**src/rtl/ysyx_l1i_bus_bridge.sv**
```systemverilog
// ysyx_l1i_bus_bridge
//   Slave end of the L1I refill bus. Each accepted refill request becomes one
//   AXI4 read burst of 2**L1I_LINE_LEN beats on the instruction master port.
//   Beats are returned to L1I one word per cycle, registered (latency 1),
//   with l1i_rlast on the final beat. Read-only, one request in flight.
//
// Configuration macro: YSYX_L1I_BRIDGE_WRAP_EN
//   defined   : critical-word-first, word-aligned address, WRAP burst
//   undefined : line-aligned address, INCR burst, word 0 first
//
// Ports
//   clock, reset                 core clock, synchronous active-high reset
//   l1i_arvalid/l1i_araddr       refill request from L1I (held until l1i_rready)
//   l1i_rready                   1-cycle accept pulse
//   l1i_rdata/rvalid/rlast       returned line words
//   io_master_ar*                AXI4 read-address channel
//   io_master_r*                 AXI4 read-data channel
//   bus_err                      sticky: bad rresp, rlast mismatch, or stray rvalid
//
// States
//   S_IDLE | waiting for an L1I request
//   S_AR   | AXI address phase, arvalid held until arready
//   S_R    | collecting beats, rready held high
module ysyx_l1i_bus_bridge #(
  parameter int         XLEN         = 32,
  parameter int         L1I_LINE_LEN = 2,
  parameter logic [3:0] AXI_ID       = 4'd0
) (
  input  logic            clock,
  input  logic            reset,
  input  logic            l1i_arvalid,
  input  logic [XLEN-1:0] l1i_araddr,
  output logic            l1i_rready,
  output logic [XLEN-1:0] l1i_rdata,
  output logic            l1i_rvalid,
  output logic            l1i_rlast,
  output logic            io_master_arvalid,
  input  logic            io_master_arready,
  output logic [XLEN-1:0] io_master_araddr,
  output logic [3:0]      io_master_arid,
  output logic [7:0]      io_master_arlen,
  output logic [2:0]      io_master_arsize,
  output logic [1:0]      io_master_arburst,
  input  logic            io_master_rvalid,
  output logic            io_master_rready,
  input  logic [XLEN-1:0] io_master_rdata,
  input  logic [1:0]      io_master_rresp,
  input  logic            io_master_rlast,
  output logic            bus_err
);

  localparam int OFF = $clog2(XLEN / 8);
  localparam int CW  = L1I_LINE_LEN + 1;
  localparam logic [CW-1:0] LAST_BEAT = CW'((1 << L1I_LINE_LEN) - 1);

`ifdef YSYX_L1I_BRIDGE_WRAP_EN
  localparam int         ALIGN = OFF;
  localparam logic [1:0] BURST = 2'b10;
`else
  localparam int         ALIGN = L1I_LINE_LEN + OFF;
  localparam logic [1:0] BURST = 2'b01;
`endif
  localparam logic [XLEN-1:0] ADDR_MASK = ~((XLEN'(1) << ALIGN) - XLEN'(1));

  localparam logic [1:0] S_IDLE = 2'd0;
  localparam logic [1:0] S_AR   = 2'd1;
  localparam logic [1:0] S_R    = 2'd2;

  logic [1:0]      state_q, state_d;
  logic [XLEN-1:0] addr_q, addr_d;
  logic            acc_q, acc_d;
  logic            ar_valid_q, ar_valid_d;
  logic            r_ready_q, r_ready_d;
  logic [CW-1:0]   cnt_q, cnt_d;
  logic [XLEN-1:0] rdata_q, rdata_d;
  logic            rvalid_q, rvalid_d;
  logic            rlast_q, rlast_d;
  logic            err_q, err_d;
  logic            is_last;

  assign is_last = (cnt_q == LAST_BEAT);

  always_comb begin
    state_d    = state_q;
    addr_d     = addr_q;
    acc_d      = 1'b0;
    ar_valid_d = ar_valid_q;
    r_ready_d  = r_ready_q;
    cnt_d      = cnt_q;
    rdata_d    = rdata_q;
    rvalid_d   = 1'b0;
    rlast_d    = 1'b0;
    err_d      = err_q;
    case (state_q)
      S_IDLE: begin
        if (l1i_arvalid) begin
          addr_d     = l1i_araddr & ADDR_MASK;
          acc_d      = 1'b1;
          ar_valid_d = 1'b1;
          state_d    = S_AR;
        end
      end
      S_AR: begin
        // ar_valid_q is always high here, so arready alone completes the handshake
        if (io_master_arready) begin
          ar_valid_d = 1'b0;
          r_ready_d  = 1'b1;
          cnt_d      = '0;
          state_d    = S_R;
        end
      end
      S_R: begin
        if (io_master_rvalid) begin
          rdata_d  = io_master_rdata;
          rvalid_d = 1'b1;
          rlast_d  = is_last;
          cnt_d    = cnt_q + CW'(1);
          // sequencing follows our own beat count; slave rlast is only cross-checked
          if ((io_master_rresp != 2'b00) || (io_master_rlast != is_last))
            err_d = 1'b1;
          if (is_last) begin
            r_ready_d = 1'b0;
            state_d   = S_IDLE;
          end
        end
      end
      default: state_d = S_IDLE;
    endcase
    if (io_master_rvalid && (state_q != S_R))
      err_d = 1'b1;
  end

  always_ff @(posedge clock) begin
    if (reset) begin
      state_q    <= S_IDLE;
      addr_q     <= '0;
      acc_q      <= 1'b0;
      ar_valid_q <= 1'b0;
      r_ready_q  <= 1'b0;
      cnt_q      <= '0;
      rdata_q    <= '0;
      rvalid_q   <= 1'b0;
      rlast_q    <= 1'b0;
      err_q      <= 1'b0;
    end else begin
      state_q    <= state_d;
      addr_q     <= addr_d;
      acc_q      <= acc_d;
      ar_valid_q <= ar_valid_d;
      r_ready_q  <= r_ready_d;
      cnt_q      <= cnt_d;
      rdata_q    <= rdata_d;
      rvalid_q   <= rvalid_d;
      rlast_q    <= rlast_d;
      err_q      <= err_d;
    end
  end

  assign l1i_rready        = acc_q;
  assign l1i_rdata         = rdata_q;
  assign l1i_rvalid        = rvalid_q;
  assign l1i_rlast         = rlast_q;
  assign io_master_arvalid = ar_valid_q;
  assign io_master_araddr  = addr_q;
  assign io_master_arid    = AXI_ID;
  assign io_master_arlen   = 8'((1 << L1I_LINE_LEN) - 1);
  assign io_master_arsize  = 3'(OFF);
  assign io_master_arburst = BURST;
  assign io_master_rready  = r_ready_q;
  assign bus_err           = err_q;

endmodule

```
**config.mk**
```make
export PLATFORM = sky130hd
export DESIGN_NAME = ysyx_l1i_bus_bridge
export DESIGN_NICKNAME = d
export VERILOG_FILES = /design/src/rtl/ysyx_l1i_bus_bridge.sv
export SDC_FILE = /design/constraint.sdc
export NUM_CORES = 1
export LEC_CHECK = 0
export ABC_AREA = 1
export CORE_MARGIN = 2
export CORE_UTILIZATION = 42
export CTS_BUF_LIST = sky130_fd_sc_hd__clkbuf_8
export DETAILED_ROUTE_END_ITERATION = 8
export HOLD_SLACK_MARGIN = 0.05
export PLACE_DENSITY = 0.88
export RECOVER_POWER = 100
export SYNTH_ARGS = -nofsm -noshare
export SYNTH_HDL_FRONTEND = slang
export SYNTH_SLANG_ARGS = --single-unit
export TNS_END_PERCENT = 100
```
**constraint.sdc**
```tcl
create_clock -name clock -period 2.3 [get_ports clock]
set_clock_uncertainty 0.05 [all_clocks]
set_input_delay 0.69 -clock clock [delete_from_list [all_inputs] [get_ports clock]]
set_output_delay 0.69 -clock clock [all_outputs]
set_load 0.05 [all_outputs]
```
Word-level counts from Yosys, hierarchy flattened
Index checks and enable logic that the tools add are counted.

Register bits after elaboration: 71. Bits in read-only memories: 0. Logic and storage cells: 63. Latch bits: 0. Memories: 0. Output and inout port bits: 87. Memory bits (writable): 0. Bits of input ports: 72.

Muxes and demuxes: 21. Bitwise logic cells: 3. Reductions and logical operators: 19. Order comparisons: 0. Divide/modulo/power cells: 0. Shift-type cells: 0. Equality and inequality tests: 9. Add/sub/neg operators: 1. Multiply operators: 0.

Operator list (number): 2-bit nonzero test (6); 1-bit 2-to-1 mux (11); 2-bit != test, second input constant (5); 3-bit AND reduction (3); 2-bit 2-to-1 mux (4); 4-bit AND reduction (2); 3-bit 2-to-1 mux (2); 2-bit one-hot mux with 3 select lines (1); 3-bit one-hot mux with 2 select lines (1); 1-bit one-hot mux with 2 select lines (2); 2-bit AND reduction (2); 2-bit OR reduction (2); 3-bit by 1-bit adder with 3-bit output, second input constant (1); 3-bit by 2-bit equality test with 1-bit output, second input constant (1); 1-bit inverter (3); 3-bit OR reduction (1); 2-bit by 1-bit equality test with 1-bit output, second input constant (1); 2-bit equality test, second input constant (1); 2-bit zero test (1); 1-bit logical AND (1); 1-bit logical OR (1); 1-bit != test (1).

Logic depth before layout (Yosys ltp)
Word-level depth: 7. Mapped depth: 7.

Worst setup path after synthesis
No wires, ideal clock.

Path kind: input to register. From: input port reset. To: register rdata_q[10], in the netlist l1i_rdata[10]. Path slack: 838 ps. Buffers on the path: 2. Stages: 3. Setup time: 132 ps. Arrival: 1280 ps. Data required time: 2118 ps. Cells stage by stage: buf_1 -> clkbuf_1 -> a21oi_1.

RTL lines: start: declaration (line 30) `input logic reset,`; end signal: assignment (line 152) `rdata_q <= rdata_d;`; end: declaration (line 75) `logic [XLEN-1:0] rdata_q, rdata_d;`.

No word-level cell between the ends.

Worst setup path after layout
From: register rdata_q[20], in the netlist l1i_rdata[20]. To: output port l1i_rdata[20].

RTL lines: end: declaration (line 34) `output logic [XLEN-1:0] l1i_rdata,`.

No word-level cell between the ends.

==> impl_metrics.py <==
metrics = {
    "power": {
        "powerDensity_nw_per_um2": 728,
        "irDropWorstVdd_uv": 452,
        "leakagePower_nw": 1.61,
    },
    "clocking": {
        "cts_tree": "yes",
        "clock-root-buffer": "clkbuf_8",
        "clock-sinks": 71,
        "cts-resized-gates": 0,
        "h-tree-depth": 3,
        "clkLatencyLatePin_ns": 0.33,
        "cts_setup_buffers": 0,
        "cts_made_buffers": 9,
        "clock_path_buffers": 2,
        "path_clk_slew_ns": 0.08,
        "hold_buffers": 0,
    },
    "synth": {
        "synthCells": 341,
        "syn-cell-area_sq_um": 2760,
        "synth-seq-cells": 71,
        "yosysSeqAreaShare": 0.515,
        "synth.distinct_cells": 26,
        "yosys_warnings": 0,
        "avgSynthCellArea_sq_um": 8.09,
    },
    "placed_design": {
        "routabilityCongestion": 0.739,
        "hpwl_mm": 4.99,
        "io_buffer_count": 133,
        "dp_slack_ns": 0.112,
    },
    "flow_run": {
        "cap_violations": 0,
    },
    "cells_and_area": {
        "regArea_sq_um": 1420,
        "fin_nets": 543,
        "final_common_cell": "clkdlybuf4s50_1",
        "multi_input_area_sq_um": 1070,
        "filler_cell_count": 527,
        "diodes": 0,
        "drive_gt1_frac": 0.0823,
        "final_cell_mix": "129 x clkdlybuf4s50_1, 71 x dfxtp_1, 68 x nand2_1",
        "area_delta_synth_final_pct": 52.0,
    },
    "sta": {
        "period_minus_slack_ns": 2.26,
        "rsz0062_at_grt": "no",
        "worst_slew_pin_slew_ns": 0.576,
        "hold_viol": 0,
        "final.setup.tns_ns": 0,
        "slew_headroom": 0.615,
        "finalCritPeriodShare": 0.982,
        "fmax_ghz": 0.443,
        "setup_viol": 0,
        "timing.final.ws_setup_ns": 0.0404,
        "slew_viol_final": 0,
    },
    "global_routing": {
        "grt_pass1_vias": 2440,
        "grt_pass1_wl_mm": 10.9,
        "grt_overflow": 0,
        "grt_max_degree": 34,
        "grt_antenna_before_repair": 0,
        "grt_util_all_layers": 0.186,
    },
    "routing": {
        "ant_nets": 0,
        "drc": 0,
        "first_pass_iters": 4,
        "routed_wl_mm": 6.92,
        "viasPerCell": 4.68,
        "wl_per_cell_um": 12.5,
        "num_vias": 2581,
        "drt_iter0_markers": 107,
    },
    "floorplanning": {
        "io_pins": 159,
        "floorplan.initialDensity": 0.434,
        "dieArea_sq_um": 7230,
        "core_sq_um": 6350,
        "fp.dieH_um": 85.0,
        "rows": 29,
        "die_w_um": 85.0,
    },
    "setup_path": {
        "required_ns": 1.56,
        "path_buf_inv": 1,
        "worst-setup-path-type": "flop to output port",
        "arrival_ns": 1.52,
        "critPathTopFamily": "buffers and inverters",
        "worstPathCellList": "clkdlybuf4s50_1",
        "worstPathMaxFanout": 2,
        "crit_path_top_delay_cell": "clkdlybuf4s50_1",
        "max_stage_delay_ns": 0.84,
        "startpoint_type": "flop",
        "end_kind": "output port",
    },
    "min_path": {
        "hp-class": "flop to flop",
    },
    "run_status": {
        "status": "completed",
    },
}
final cells by class:
type	instances	share of cell area
clock buffers	11	0.0361
clock inverters	5	0.0134
inverters	10	0.00896
multi-input cells	240	0.256
flip-flops and latches	71	0.339
well taps	77	0.0230
repair buffers	137	0.323
metrics by stage:
| stage | std cells | power (mW) | area (sq um) | hold slack, ns | util |
|---|---|---|---|---|---|
| 5_1_grt | 551 | 3.19 | 4190 | 0.439 | 0.660 |
| 3_5_place_dp | 535 | 2.07 | 4020 | 0.405 | 0.633 |
| 2_1_floorplan | 360 | 1.83 | 2830 | 0.378 | - |
| 3_3_place_gp | 535 | 2.06 | 4020 | 0.394 | 0.633 |
| 6_report | 551 | 3.05 | 4190 | 0.412 | 0.660 |
| 4_1_cts | 551 | 3.09 | 4230 | 0.418 | 0.666 |
sequential cells by signal, summed over array words and instances, names as in the netlist:
name               count
state_q                2
bus_err                1
io_master_rready       1
io_master_arvalid      1
cnt_q                  3
l1i_rvalid             1
l1i_rlast              1
l1i_rready             1
l1i_rdata             32
io_master_araddr      28
path summary, 6_finish.rpt:
| check | slack (ns) | startpoint | cells after the start | end |
|---|---|---|---|---|
| min | 0.41 | cnt_q[0]$_SDFFE_PP0P_ | 1 | cnt_q[0]$_SDFFE_PP0P_ |
| max | 0.04 | l1i_rdata[20]$_SDFFE_PP0P_ | 1 | l1i_rdata[20] |
| min reg2reg | 0.41 | cnt_q[0]$_SDFFE_PP0P_ | 1 | cnt_q[0]$_SDFFE_PP0P_ |
| max reg2reg | 0.64 | state_q[1]$_SDFFE_PP0P_ | 6 | l1i_rdata[30]$_SDFFE_PP0P_ |
routing by layer:
layer,GRT usage,vias to the layer above,part of all wire
li1,-,1300,-
met1,0.201,1164,0.39
met2,0.329,104,0.50
met3,0.0661,13,0.089
met4,0.0765,0,0.021
met5,0,-,0
cell usage after synthesis, drive strengths merged:
cell,number,share of area
ha,2,0.0091
xnor2,1,0.0032
conb,2,0.0027
inv,9,0.012
nor3,1,0.0018
nand3,3,0.0073
clkbuf,7,0.010
a21oi,38,0.083
buf,32,0.084
dfxtp,71,0.52
nor2,66,0.093
o21ai,32,0.058
or2,1,0.0023
a31o,1,0.0032
nand2,74,0.11
clkinv,1,0.0032
power by group:
part,total (mW),internal (mW),switching (mW)
Sequential,1.33,1.30,0.0356
Combinational,0.701,0.251,0.450
Clock,1.02,0.559,0.458
cell families (layout without fill, tap and decap cells):
kind of cell    count (synthesis)  in the layout  synth area share
compound gates                 71             71             0.144
xor+xnor                        1              1           0.00318
fa+ha+maj                       2              2           0.00907
buf+inv                        49            163             0.109
flops                          71             71             0.515
other cells                     2             21           0.00272
simple gates                  145            145             0.216
No activity file was read; power rests on OpenSTA's default activity.
